$ cat config.mk
export PLATFORM = sky130hd
export DESIGN_NAME = pc_fetch_flat
export DESIGN_NICKNAME = d
export VERILOG_FILES = /design/src/rtl/pc_fetch_if.sv /design/src/rtl/pc_fetch.sv /design/src/flat_wrapper.sv
export SDC_FILE = /design/constraint.sdc
export NUM_CORES = 1
export LEC_CHECK = 0
export CAP_MARGIN = 20
export CORE_AREA = 2 2 128 130
export DETAILED_ROUTE_END_ITERATION = 8
export DIE_AREA = 0 0 130 132
export PLACE_DENSITY = 0.67
export SLEW_MARGIN = 20
export SYNTH_ARGS = -nofsm -noshare
export SYNTH_HDL_FRONTEND = slang
export SYNTH_SLANG_ARGS = --single-unit
$ cat constraint.sdc
create_clock -name clk -period 7 [get_ports clk]
set_input_delay 1.05 -clock clk [delete_from_list [all_inputs] [get_ports clk]]
set_output_delay 1.05 -clock clk [all_outputs]
set_load 0.05 [all_outputs]
$ cat src/rtl/pc_fetch_if.sv
// Instruction-memory read bus between pc_fetch and memory.
// AXI-lite style AR/R channels, one read outstanding.
interface pc_fetch_if;
  logic        mem_arvalid;
  logic        mem_arready;
  logic [31:0] mem_araddr;
  logic        mem_rvalid;
  logic        mem_rready;
  logic [31:0] mem_rdata;
  logic [1:0]  mem_rresp;

  modport master (
    output mem_arvalid,
    output mem_araddr,
    output mem_rready,
    input  mem_arready,
    input  mem_rvalid,
    input  mem_rdata,
    input  mem_rresp
  );

  modport slave (
    input  mem_arvalid,
    input  mem_araddr,
    input  mem_rready,
    output mem_arready,
    output mem_rvalid,
    output mem_rdata,
    output mem_rresp
  );
endinterface

$ cat src/rtl/pc_fetch.sv
// Fetch PC generator and instruction-memory read master.
// Drains stale reads after redirects before refetching.
module pc_fetch #(
  parameter logic [31:0] RESET_PC = 32'h8000_0000,
  parameter logic [31:0] ERR_INST = 32'h0010_0073
) (
  input  logic        clk,
  input  logic        rst_n,
  input  logic        IF_ready,
  output logic        AR_valid,
  output logic [31:0] AR_inst,
  output logic [31:0] PC_snpc,
  input  logic        redirect,
  input  logic [31:0] redirect_pc,
  pc_fetch_if.master  mem
);

  typedef enum logic [2:0] {
    IDLE,
    REQ,
    WAIT,
    HOLD,
    DROP_AR,
    DROP_R
  } state_t;

  state_t      state_q;
  state_t      state_d;
  logic [31:0] pc_q;
  logic [31:0] pc_d;
  logic [31:0] addr_q;
  logic [31:0] addr_d;
  logic        valid_d;
  logic [31:0] inst_d;
  logic [31:0] snpc_d;
  logic        ar_go;
  logic        r_go;
  logic [31:0] rd_word;

  assign ar_go   = mem.mem_arready;
  assign r_go    = mem.mem_rvalid;
  assign rd_word = (mem.mem_rresp == 2'b00)
                 ? mem.mem_rdata : ERR_INST;

  always_comb begin
    state_d = state_q;
    pc_d    = pc_q;
    valid_d = AR_valid;
    inst_d  = AR_inst;
    snpc_d  = PC_snpc;
    unique case (state_q)
      IDLE: state_d = REQ;
      REQ: begin
        if (ar_go) state_d = WAIT;
      end
      WAIT: begin
        if (r_go) begin
          state_d = HOLD;
          valid_d = 1'b1;
          inst_d  = rd_word;
          snpc_d  = pc_q + 32'd4;
        end
      end
      HOLD: begin
        if (IF_ready) begin
          state_d = REQ;
          pc_d    = pc_q + 32'd4;
          valid_d = 1'b0;
        end
      end
      DROP_AR: begin
        if (ar_go) state_d = DROP_R;
      end
      DROP_R: begin
        if (r_go) state_d = REQ;
      end
      default: state_d = IDLE;
    endcase
    // Redirect overrides everything; the in-flight read is drained
    if (redirect) begin
      pc_d    = redirect_pc & 32'hFFFF_FFFC;
      valid_d = 1'b0;
      inst_d  = AR_inst;
      snpc_d  = PC_snpc;
      unique case (state_q)
        IDLE, HOLD: state_d = REQ;
        REQ:  state_d = ar_go ? DROP_R : DROP_AR;
        WAIT: state_d = r_go ? REQ : DROP_R;
        default: ;
      endcase
    end
  end

  // Address only reloads on entry to REQ, so DROP_AR keeps it stable
  assign addr_d = (state_d == REQ) ? pc_d : addr_q;

  always_ff @(posedge clk or negedge rst_n) begin
    if (!rst_n) begin
      state_q  <= IDLE;
      pc_q     <= RESET_PC;
      addr_q   <= RESET_PC;
      AR_valid <= 1'b0;
      AR_inst  <= 32'd0;
      PC_snpc  <= 32'd0;
    end else begin
      state_q  <= state_d;
      pc_q     <= pc_d;
      addr_q   <= addr_d;
      AR_valid <= valid_d;
      AR_inst  <= inst_d;
      PC_snpc  <= snpc_d;
    end
  end

  always_comb begin
    mem.mem_arvalid = 1'b0;
    mem.mem_rready  = 1'b0;
    unique case (1'b1)
      (state_q == REQ),
      (state_q == DROP_AR): mem.mem_arvalid = 1'b1;
      (state_q == WAIT),
      (state_q == DROP_R):  mem.mem_rready  = 1'b1;
      default: ;
    endcase
  end

  assign mem.mem_araddr = addr_q;

endmodule

$ cat src/flat_wrapper.sv
// flat-port wrapper written by rule: the top's interface ports become plain ports
module pc_fetch_flat 
#(
  parameter logic [31:0] RESET_PC = 32'h8000_0000,
  parameter logic [31:0] ERR_INST = 32'h0010_0073
)
  (clk, rst_n, IF_ready, AR_valid, AR_inst, PC_snpc, redirect, redirect_pc, mem_mem_arvalid, mem_mem_araddr, mem_mem_rready, mem_mem_arready, mem_mem_rvalid, mem_mem_rdata, mem_mem_rresp);
  pc_fetch_if mem_i ();
  input  logic clk;
  input  logic rst_n;
  input  logic IF_ready;
  output logic AR_valid;
  output logic [31:0] AR_inst;
  output logic [31:0] PC_snpc;
  input  logic redirect;
  input  logic [31:0] redirect_pc;
  output wire logic [$bits(mem_i.mem_arvalid)-1:0] mem_mem_arvalid;
  output wire logic [$bits(mem_i.mem_araddr)-1:0] mem_mem_araddr;
  output wire logic [$bits(mem_i.mem_rready)-1:0] mem_mem_rready;
  input wire logic [$bits(mem_i.mem_arready)-1:0] mem_mem_arready;
  input wire logic [$bits(mem_i.mem_rvalid)-1:0] mem_mem_rvalid;
  input wire logic [$bits(mem_i.mem_rdata)-1:0] mem_mem_rdata;
  input wire logic [$bits(mem_i.mem_rresp)-1:0] mem_mem_rresp;
  assign mem_mem_arvalid = mem_i.mem_arvalid;
  assign mem_mem_araddr = mem_i.mem_araddr;
  assign mem_mem_rready = mem_i.mem_rready;
  assign mem_i.mem_arready = mem_mem_arready;
  assign mem_i.mem_rvalid = mem_mem_rvalid;
  assign mem_i.mem_rdata = mem_mem_rdata;
  assign mem_i.mem_rresp = mem_mem_rresp;
  pc_fetch #(.RESET_PC(RESET_PC), .ERR_INST(ERR_INST)) u_core (.clk(clk), .rst_n(rst_n), .IF_ready(IF_ready), .AR_valid(AR_valid), .AR_inst(AR_inst), .PC_snpc(PC_snpc), .redirect(redirect), .redirect_pc(redirect_pc), .mem(mem_i));
endmodule
==> results.tsv, run 1 <==
stage	metric	value	unit
worst_hold_path	min_path_cells	2	
die	fp.dieArea	17160	sq um
clocking	cts-resized-gates	0	
detailed_routing	wire_per_inst	16.11	microns
clocking	cts.clk_slew.worst_paths	0.06	ns
detailed_routing	via_count	5236	
power	vdd_ir_drop_max	0.0003138	V
synth	synth_seq_cells	132	
synth	netlist_instances	647	
setup_path	critPathKind	in2reg	
outcome	status	finished clean	
die	die_w	130	microns
synth	ys_async_sr_fraction	100.0	%
synth	ys_warn_count	0	
power	leakagePower	3.392	nW
setup_path	r2r_cells	5	
finish	antennaDiodeCount	0	
synth	syn-num-nets	720	
setup_path	arrival	3.87	ns
timing	grt_setup_unrepaired	no	
finish	drive_gt1_share	9.317	%
synth	synthDistinctLibCells	50	
detailed_routing	first_pass_iters	4	
placement	portBuffers	168	
timing	skew	0.008440	ns
placement	hpwlAfterDp	11600	microns
setup_path	crit_path_max_fanout	30	
timing	hold_viol	0	
clocking	cts_hold_buf	0	
clocking	cts_tree	yes	
timing	setup_tns	0	ns
global_routing	track_usage	19.50	%
detailed_routing	drtIter0Drc	330	
timing	setup_viol	0	
global_routing	grt_pass1_vias	5108	
clocking	numCtsBuffers	17	
clocking	clkLatencyLatePin	0.42	ns
global_routing	antenna_found_initial	0	
worst_hold_path	hold_class	reg2reg	
timing	slew_headroom	31.97	%
die	coreArea	15710	sq um
timing	fmax	280.0	MHz
timing	maxSlewViolCount	0	
setup_path	cp-end-kind	flop	
die	start_util	39.35	%
global_routing	gr-total-overflow	0	
placement	gp_congestion	0.7775	
synth	ys_seq_area_share	53.46	%
clocking	clock-sinks	132	
global_routing	grt_max_degree	122	
finish	syn_to_final_growth	38.75	%
synth	syn-cell-area	6183	sq um
finish	layout_common_cells	clkdlybuf4s50_1 (166), dfrtp_1 (130), nand2_1 (128), o21ai_0 (82), nor2_1 (39)	
clocking	cts_root_buffer	clkbuf_16	
setup_path	r2r_slack	4.03	ns
flow_run	max-cap-violations	0	
setup_path	start_kind	primary input	
finish	fin_area	8579	sq um
synth	ys.flop_type	dfrtp_1	
timing	finalWorstPathRequiredPeriod	3.571	ns
detailed_routing	wirelength	16450	microns
clocking	htree_levels	4	
global_routing	grt_pass1_wl	26460	microns
timing	worst_slew_pin_slew	1.020	ns
synth	syn_area_per_cell	9.557	sq um
clocking	clock_path_buffers	2	
timing	fin_crit_sh	51.01	%
finish	nets	865	
die	rows	46	
finish	fillCellCount	1399	
power	power_density	411.8	nW/um^2
placement	placed_area	7983	sq um
detailed_routing	postRouteAntennaNets	0	
synth	synth_edf_count	0	
clocking	postCtsSetupBuffers	0	
setup_path	required	7.30	ns
die	io_pins	171	
finish	mostFrequentLayoutCell	clkdlybuf4s50_1	
detailed_routing	drc_errors	0	
die	dieHeight	132	microns
detailed_routing	via_per_inst	5.128	
## final timing paths
kind,endpoint,startpoint
hold reg to reg,u_core.PC_snpc[0],u_core.pc_q[0]
setup / recovery,u_core.mem.mem_araddr[14],mem_mem_rvalid
setup reg to reg,u_core.mem.mem_araddr[14],u_core.state_q[1]
hold / removal,u_core.PC_snpc[0],u_core.pc_q[0]
max in group asynchronous,u_core.pc_q[24],rst_n
min in group asynchronous,u_core.mem.mem_araddr[17],rst_n
## critical path, cell delays in order
cell and delay (ns):
clkdlybuf4s50_1 0.50, or3b_2 0.52, o21a_1 0.12, o221ai_1 0.50, or2_2 0.75, mux2_2 0.42
## cells in the mapped netlist (6+ instances only)
cell / number / area, sq um
nand3_1: 12 / 60.06
nor4_1: 14 / 87.58
o21ai_0: 82 / 410.4
o31ai_1: 6 / 45.04
xor2_1: 6 / 52.55
xnor2_1: 35 / 306.5
nor3_1: 19 / 95.09
nand4_1: 14 / 87.58
nand2_1: 128 / 480.5
a31oi_1: 10 / 62.56
inv_1: 8 / 30.03
buf_2: 6 / 30.03
mux2_2: 27 / 304.0
clkbuf_1: 35 / 131.4
or4_1: 9 / 67.56
dfrtp_1: 130 / 3253
nor2_1: 39 / 146.4
## cell type report
class	count	area [sq um]	area share (%)
Clock inverter	12	130.1	1.517
Multi-Input combinational cell	459	2658	30.98
Tap cell	216	270.3	3.150
Timing Repair Buffer	173	1715	19.99
Inverter	9	33.78	0.3938
Sequential cell	132	3306	38.53
Clock buffer	20	466.7	5.440
## routing by layer
metal	track usage, %	share of wire [%]	wire length, microns
met5	0	0	0
met3	4.667	6.9	1131
met1	26.82	46	7567
met2	30.31	46	7554
met4	6.452	1.2	193
## report_power, final
group	switching (mW)	total [mW]	internal [mW]
clock	0.330	0.881	0.551
sequential	0.144	1.11	0.969
combinational	0.992	1.54	0.547
## sequential cells by signal, summed over array words and instances, names as in the netlist
signal,count
u_core.state_q,3
u_core.pc_q,32
u_core.mem.mem_araddr,32
u_core.AR_inst,32
u_core.PC_snpc,32
u_core.AR_valid,1
## kinds of logic (layout without fill, tap and decap cells)
kind of cell,Yosys count,count (layout),share of synthesized area [%]
simple gates,266,266,20.21
compound gates,121,121,11.35
fa+ha+maj,1,1,0.2023
mux,30,30,5.403
buf+inv,56,214,3.561
flops,132,132,53.46
xor+xnor,41,41,5.807
## through the flow
step	setup slack, ns	total power, mW	instances	util (%)	hold slack, ns
3_3_place_gp	3.070	2.644	989	50.80	0.4478
4_1_cts	3.451	3.571	1021	54.60	0.4646
2_1_floorplan	4.127	2.126	647	-	0.4309
5_1_grt	3.177	3.706	1021	54.60	0.4993
6_report	3.429	3.533	1021	54.60	0.4615
3_5_place_dp	2.983	2.670	989	50.80	0.4566
Note: power is estimated with default switching activity, not from simulation.
==> run 2, diff against run 1 <==
Clock period 7 ns to 3.5 ns, I/O delays scaled along.
==> results.tsv, run 2 (synthesis gave the netlist of run 1 again) <==
stage	metric	value	unit
finish	nets	874	
die	fp.dieArea	17160	sq um
flow_run	max-cap-violations	0	
finish	layout_common_cells	clkdlybuf4s50_1 (166), dfrtp_1 (130), nand2_1 (128), o21ai_0 (82), nor2_1 (39)	
finish	multi_input_area	2658	sq um
clocking	cts-resized-gates	0	
timing	worst_slew_pin_slew	0.8654	ns
global_routing	antenna_found_initial	0	
setup_path	arrival	2.16	ns
setup_path	cp-end-kind	output port	
clocking	clock_path_buffers	2	
die	coreArea	15710	sq um
global_routing	gr-total-overflow	0	
clocking	clock-sinks	132	
clocking	clkLatencyLatePin	0.42	ns
clocking	postCtsSetupBuffers	0	
detailed_routing	first_pass_iters	5	
timing	maxSlewViolCount	0	
clocking	cts.clk_slew.worst_paths	0.06	ns
timing	fin_crit_sh	76.72	%
global_routing	grt_pass1_wl	26030	microns
setup_path	start_kind	flop	
detailed_routing	postRouteAntennaNets	0	
placement	placed_cells	998	
clocking	numCtsBuffers	17	
detailed_routing	via_per_inst	5.040	
timing	setup_tns	0	ns
detailed_routing	drtIter0Drc	380	
global_routing	grt_max_degree	122	
finish	drive_gt1_share	9.828	%
timing	slew_headroom	42.31	%
die	rows	46	
die	start_util	39.35	%
timing	finalWorstPathRequiredPeriod	2.685	ns
worst_hold_path	hold_class	in2async	
timing	fmax	372.4	MHz
placement	hpwlAfterDp	11690	microns
die	io_pins	171	
detailed_routing	wirelength	16230	microns
finish	stdcell_count	1030	
clocking	cts_root_buffer	clkbuf_16	
outcome	status	finished clean	
power	vdd_ir_drop_max	0.0004664	V
clocking	htree_levels	4	
finish	antennaDiodeCount	0	
timing	setup_viol	0	
finish	register_area	3306	sq um
clocking	cts_hold_buf	0	
finish	syn_to_final_growth	39.68	%
die	dieHeight	132	microns
setup_path	crit_path_max_fanout	11	
timing	hold_viol	0	
placement	gp_congestion	0.8252	
setup_path	critPathKind	reg2out	
global_routing	track_usage	19.28	%
global_routing	grt_pass1_vias	5090	
placement	portBuffers	168	
finish	mostFrequentLayoutCell	clkdlybuf4s50_1	
detailed_routing	drc_errors	0	
power	leakagePower	3.439	nW
setup_path	required	2.97	ns
timing	skew	0.009102	ns
die	die_w	130	microns
finish	fillCellCount	1363	
detailed_routing	wire_per_inst	15.76	microns
timing	grt_setup_unrepaired	no	
detailed_routing	via_count	5191	
clocking	cts_tree	yes	
power	power_density	816.2	nW/um^2
==> run 2: changes by cell type in the layout (fill, tap and decap cells not counted), sizes merged <==
cell,delta
buf,+8
clkbuf,+4
clkinvlp,-3
==> run 2: critical path: stages, from the launching register on <==
cell and delay [ns]:
dfrtp_1 0.49, nor2_1 0.27, nand2_1 0.08, o21ai_0 0.08, clkdlybuf4s50_1 0.83
==> run 2: through the flow <==
stage / setup WS (ns) / total power, mW / hold slack [ns] / utilization, % / instance area [sq um]
after floorplan: 1.152 / 4.251 / 0.2294 / - / 6183
after CTS: 0.8065 / 7.119 / 0.3054 / 54.95 / 8635
final: 0.8147 / 7.050 / 0.2149 / 54.97 / 8637
after detailed placement: 0.5034 / 5.374 / 0.4617 / 51.31 / 8063
after global placement: 0.5815 / 5.322 / 0.4443 / 51.31 / 8063
after global routing: 0.6713 / 7.385 / 0.2973 / 54.97 / 8637
==> run 2: final timing paths <==
kind	start	end	slack, ns	cells after the start
worst min-delay path	rst_n	u_core.state_q[1]	0.21	1
worst max register to register	u_core.pc_q[4]	u_core.mem.mem_araddr[19]	0.84	5
max in group asynchronous	rst_n	u_core.AR_inst[21]	2.45	2
worst max-delay path	u_core.state_q[0]	mem_mem_rready	0.81	4
worst min register to register	u_core.AR_inst[22]	u_core.AR_inst[22]	0.47	2
min in group clk	u_core.AR_inst[22]	u_core.AR_inst[22]	0.47	2
==> run 2: power breakdown <==
part	switching, mW	leakage (nW)	internal (mW)
Sequential	0.289	1.68	1.94
Clock	0.633	0.277	1.08
Combinational	1.99	1.48	1.12
Total	2.91	3.44	4.14
==> run 2: final cells by class <==
| cell class | instances | share of cell area (%) |
|---|---|---|
| clock inverter | 9 | 1.202 |
| sequential | 132 | 38.27 |
| clock buffer | 23 | 5.418 |
| timing repair buffer | 182 | 20.82 |
| multi-input combinational | 459 | 30.77 |
| inverter | 9 | 0.3911 |
| tap | 216 | 3.129 |
==> run 2: metal layers <==
layer	routed length, microns	track usage [%]	up-vias
met3	1048	5.073	13
li1	-	-	2547
met5	0	0	-
met1	7430	26.15	2435
met4	203	6.332	0
met2	7550	30.08	196
==> run 3, diff against run 2 <==
Clock period 3.5 ns to 2.6 ns, I/O delays scaled along.
==> results.tsv, run 3 (synthesis gave the netlist of run 1 again) <==
stage	metric	value	unit
placement	gp_congestion	0.8600	
die	start_util	39.35	%
timing	finalWorstSetupSlack	0.1803	ns
setup_path	r2r_slack	0.18	ns
setup_path	r2r_end	u_core.mem.mem_araddr[26]	
worst_hold_path	min_to	u_core.state_q[1]	
worst_hold_path	hold_class	in2reg	
die	coreArea	15710	sq um
power	power	9.586	mW
clocking	numCtsBuffers	17	
setup_path	slowest_delay	0.63	ns
detailed_routing	postRouteAntennaNets	0	
finish	final_core_util	55.90	%
flow_run	max-cap-violations	0	
detailed_routing	via_count	5299	
clocking	postCtsSetupBuffers	0	
placement	portBuffers	168	
timing	setup_viol	0	
die	rows	46	
timing	whs	0.1987	ns
timing	worst_slew_pin_slew	1.021	ns
worst_hold_path	min_path_cells	2	
detailed_routing	wirelength	16340	microns
setup_path	critPathKind	reg2reg	
setup_path	crit_slowest_cell	or4_1	
setup_path	start_kind	flop	
worst_hold_path	hold_start	redirect	
timing	grt_setup_unrepaired	no	
global_routing	grt_pass1_vias	5282	
timing	maxSlewViolCount	0	
timing	hold_viol	0	
finish	fin_area	8783	sq um
setup_path	arrival	2.77	ns
finish	nets	890	
global_routing	antenna_found_initial	0	
global_routing	gr-total-overflow	0	
clocking	cts_tree	yes	
timing	slew_headroom	31.92	%
finish	antennaDiodeCount	0	
die	die_w	130	microns
clocking	clkLatencyLatePin	0.41	ns
timing	finalWorstPathRequiredPeriod	2.420	ns
detailed_routing	drtIter0Drc	361	
clocking	cts_root_buffer	clkbuf_16	
setup_path	path_buf_inv	0	
setup_path	cp_top_family	simple AND/OR/NAND/NOR gates	
placement	placed_area	8200	sq um
setup_path	r2r_start	u_core.pc_q[2]	
die	io_pins	171	
finish	layout_common_cells	clkdlybuf4s50_1 (165), dfrtp_1 (130), nand2_1 (128), o21ai_0 (82), nor2_1 (39)	
timing	fin_crit_sh	93.07	%
outcome	status	finished clean	
placement	hpwlAfterDp	11840	microns
detailed_routing	drc_errors	0	
finish	mostFrequentLayoutCell	clkdlybuf4s50_1	
global_routing	grt_max_degree	124	
clocking	cts.clk_slew.worst_paths	0.05	ns
die	fp.dieArea	17160	sq um
clocking	clock-sinks	132	
clocking	clock_path_buffers	2	
timing	setup_tns	0	ns
clocking	htree_levels	4	
power	leakagePower	3.538	nW
setup_path	required	2.95	ns
detailed_routing	first_pass_iters	5	
detailed_routing	wire_per_inst	15.62	microns
finish	syn_to_final_growth	42.05	%
global_routing	track_usage	19.45	%
timing	fmax	413.3	MHz
setup_path	crit_chain	ha_1 > nand3_1 > or4_1 > or3_1 > a31oi_1 > mux2_2	
finish	drive_gt1_share	11.20	%
placement	pre_cts_ws	-0.08056	ns
setup_path	crit_path_max_fanout	6	
setup_path	cp-end-kind	flop	
power	power_density	1091	nW/um^2
setup_path	r2r_cells	6	
placement	placed_cells	1013	
die	dieHeight	132	microns
power	vdd_ir_drop_max	0.0007730	V
detailed_routing	via_per_inst	5.066	
finish	stdcell_count	1046	
timing	skew	0.007021	ns
finish	fillCellCount	1378	
global_routing	grt_pass1_wl	26390	microns
[run 3: cell types whose count changed in the layout (fill, tap and decap cells not counted)]
cell | previous run | this run
buf_12 | 1 | 3
buf_4 | 13 | 26
buf_6 | 0 | 1
bufinv_16 | 2 | 1
clkbuf_1 | 4 | 6
clkbuf_8 | 3 | 6
clkdlybuf4s50_1 | 166 | 165
clkinv_2 | 4 | 2
clkinv_4 | 1 | 0
clkinvlp_4 | 2 | 0
dlygate4sd3_1 | 0 | 1
dlymetal6s2s_1 | 0 | 1
[run 3: how the worst max path moves through the flow]
stage,from,end,cells past startpoint
6_report,u_core.pc_q[2],u_core.mem.mem_araddr[26],6
5_1_grt,u_core.state_q[1],u_core.mem.mem_araddr[26],6
4_1_cts,u_core.state_q[2],mem_mem_rready,5
3_5_place_dp,IF_ready,u_core.mem.mem_araddr[23],6
3_3_place_gp,IF_ready,u_core.mem.mem_araddr[23],6
2_1_floorplan,u_core.state_q[0],u_core.mem.mem_araddr[0],7
[run 3: worst reg2reg max path: stages, from the launching register on]
cell,delay (ns)
dfrtp_1,0.44
ha_1,0.27
nand3_1,0.24
or4_1,0.63
or3_1,0.34
a31oi_1,0.25
mux2_2,0.19
[run 3: final cells by class]
class | instances | area, sq um | area share, %
flip-flops and latches | 132 | 3306 | 37.64
multi-input cells | 459 | 2658 | 30.26
repair buffers | 198 | 1946 | 22.15
clock buffers | 29 | 530.5 | 6.040
well taps | 216 | 270.3 | 3.077
clock inverters | 3 | 40.04 | 0.4558
inverters | 9 | 33.78 | 0.3846
[run 3: report_power, final]
| part | leakage [nW] | internal [mW] | total [mW] | switching [mW] |
|---|---|---|---|---|
| sequential | 1.68 | 2.61 | 2.99 | 0.375 |
| combinational | 1.57 | 1.60 | 4.32 | 2.71 |
| clock | 0.282 | 1.47 | 2.29 | 0.819 |
[run 3: repair_timing]
item	in CTS	in global routing
resized for setup	0	1
setup endpoints to repair	0	1
endpoints found under the hold margin	45	0
hold buffers	1	0
[run 3: per-layer routing]
layer  global-route usage [%]  routed length (microns)  vias to the layer above
li1                         -                        -                     2581
met1                    26.77                     7489                     2491
met4                    6.750                      313                        0
met2                    30.10                     7548                      197
met3                    4.627                      991                       30
met5                        0                        0                        -
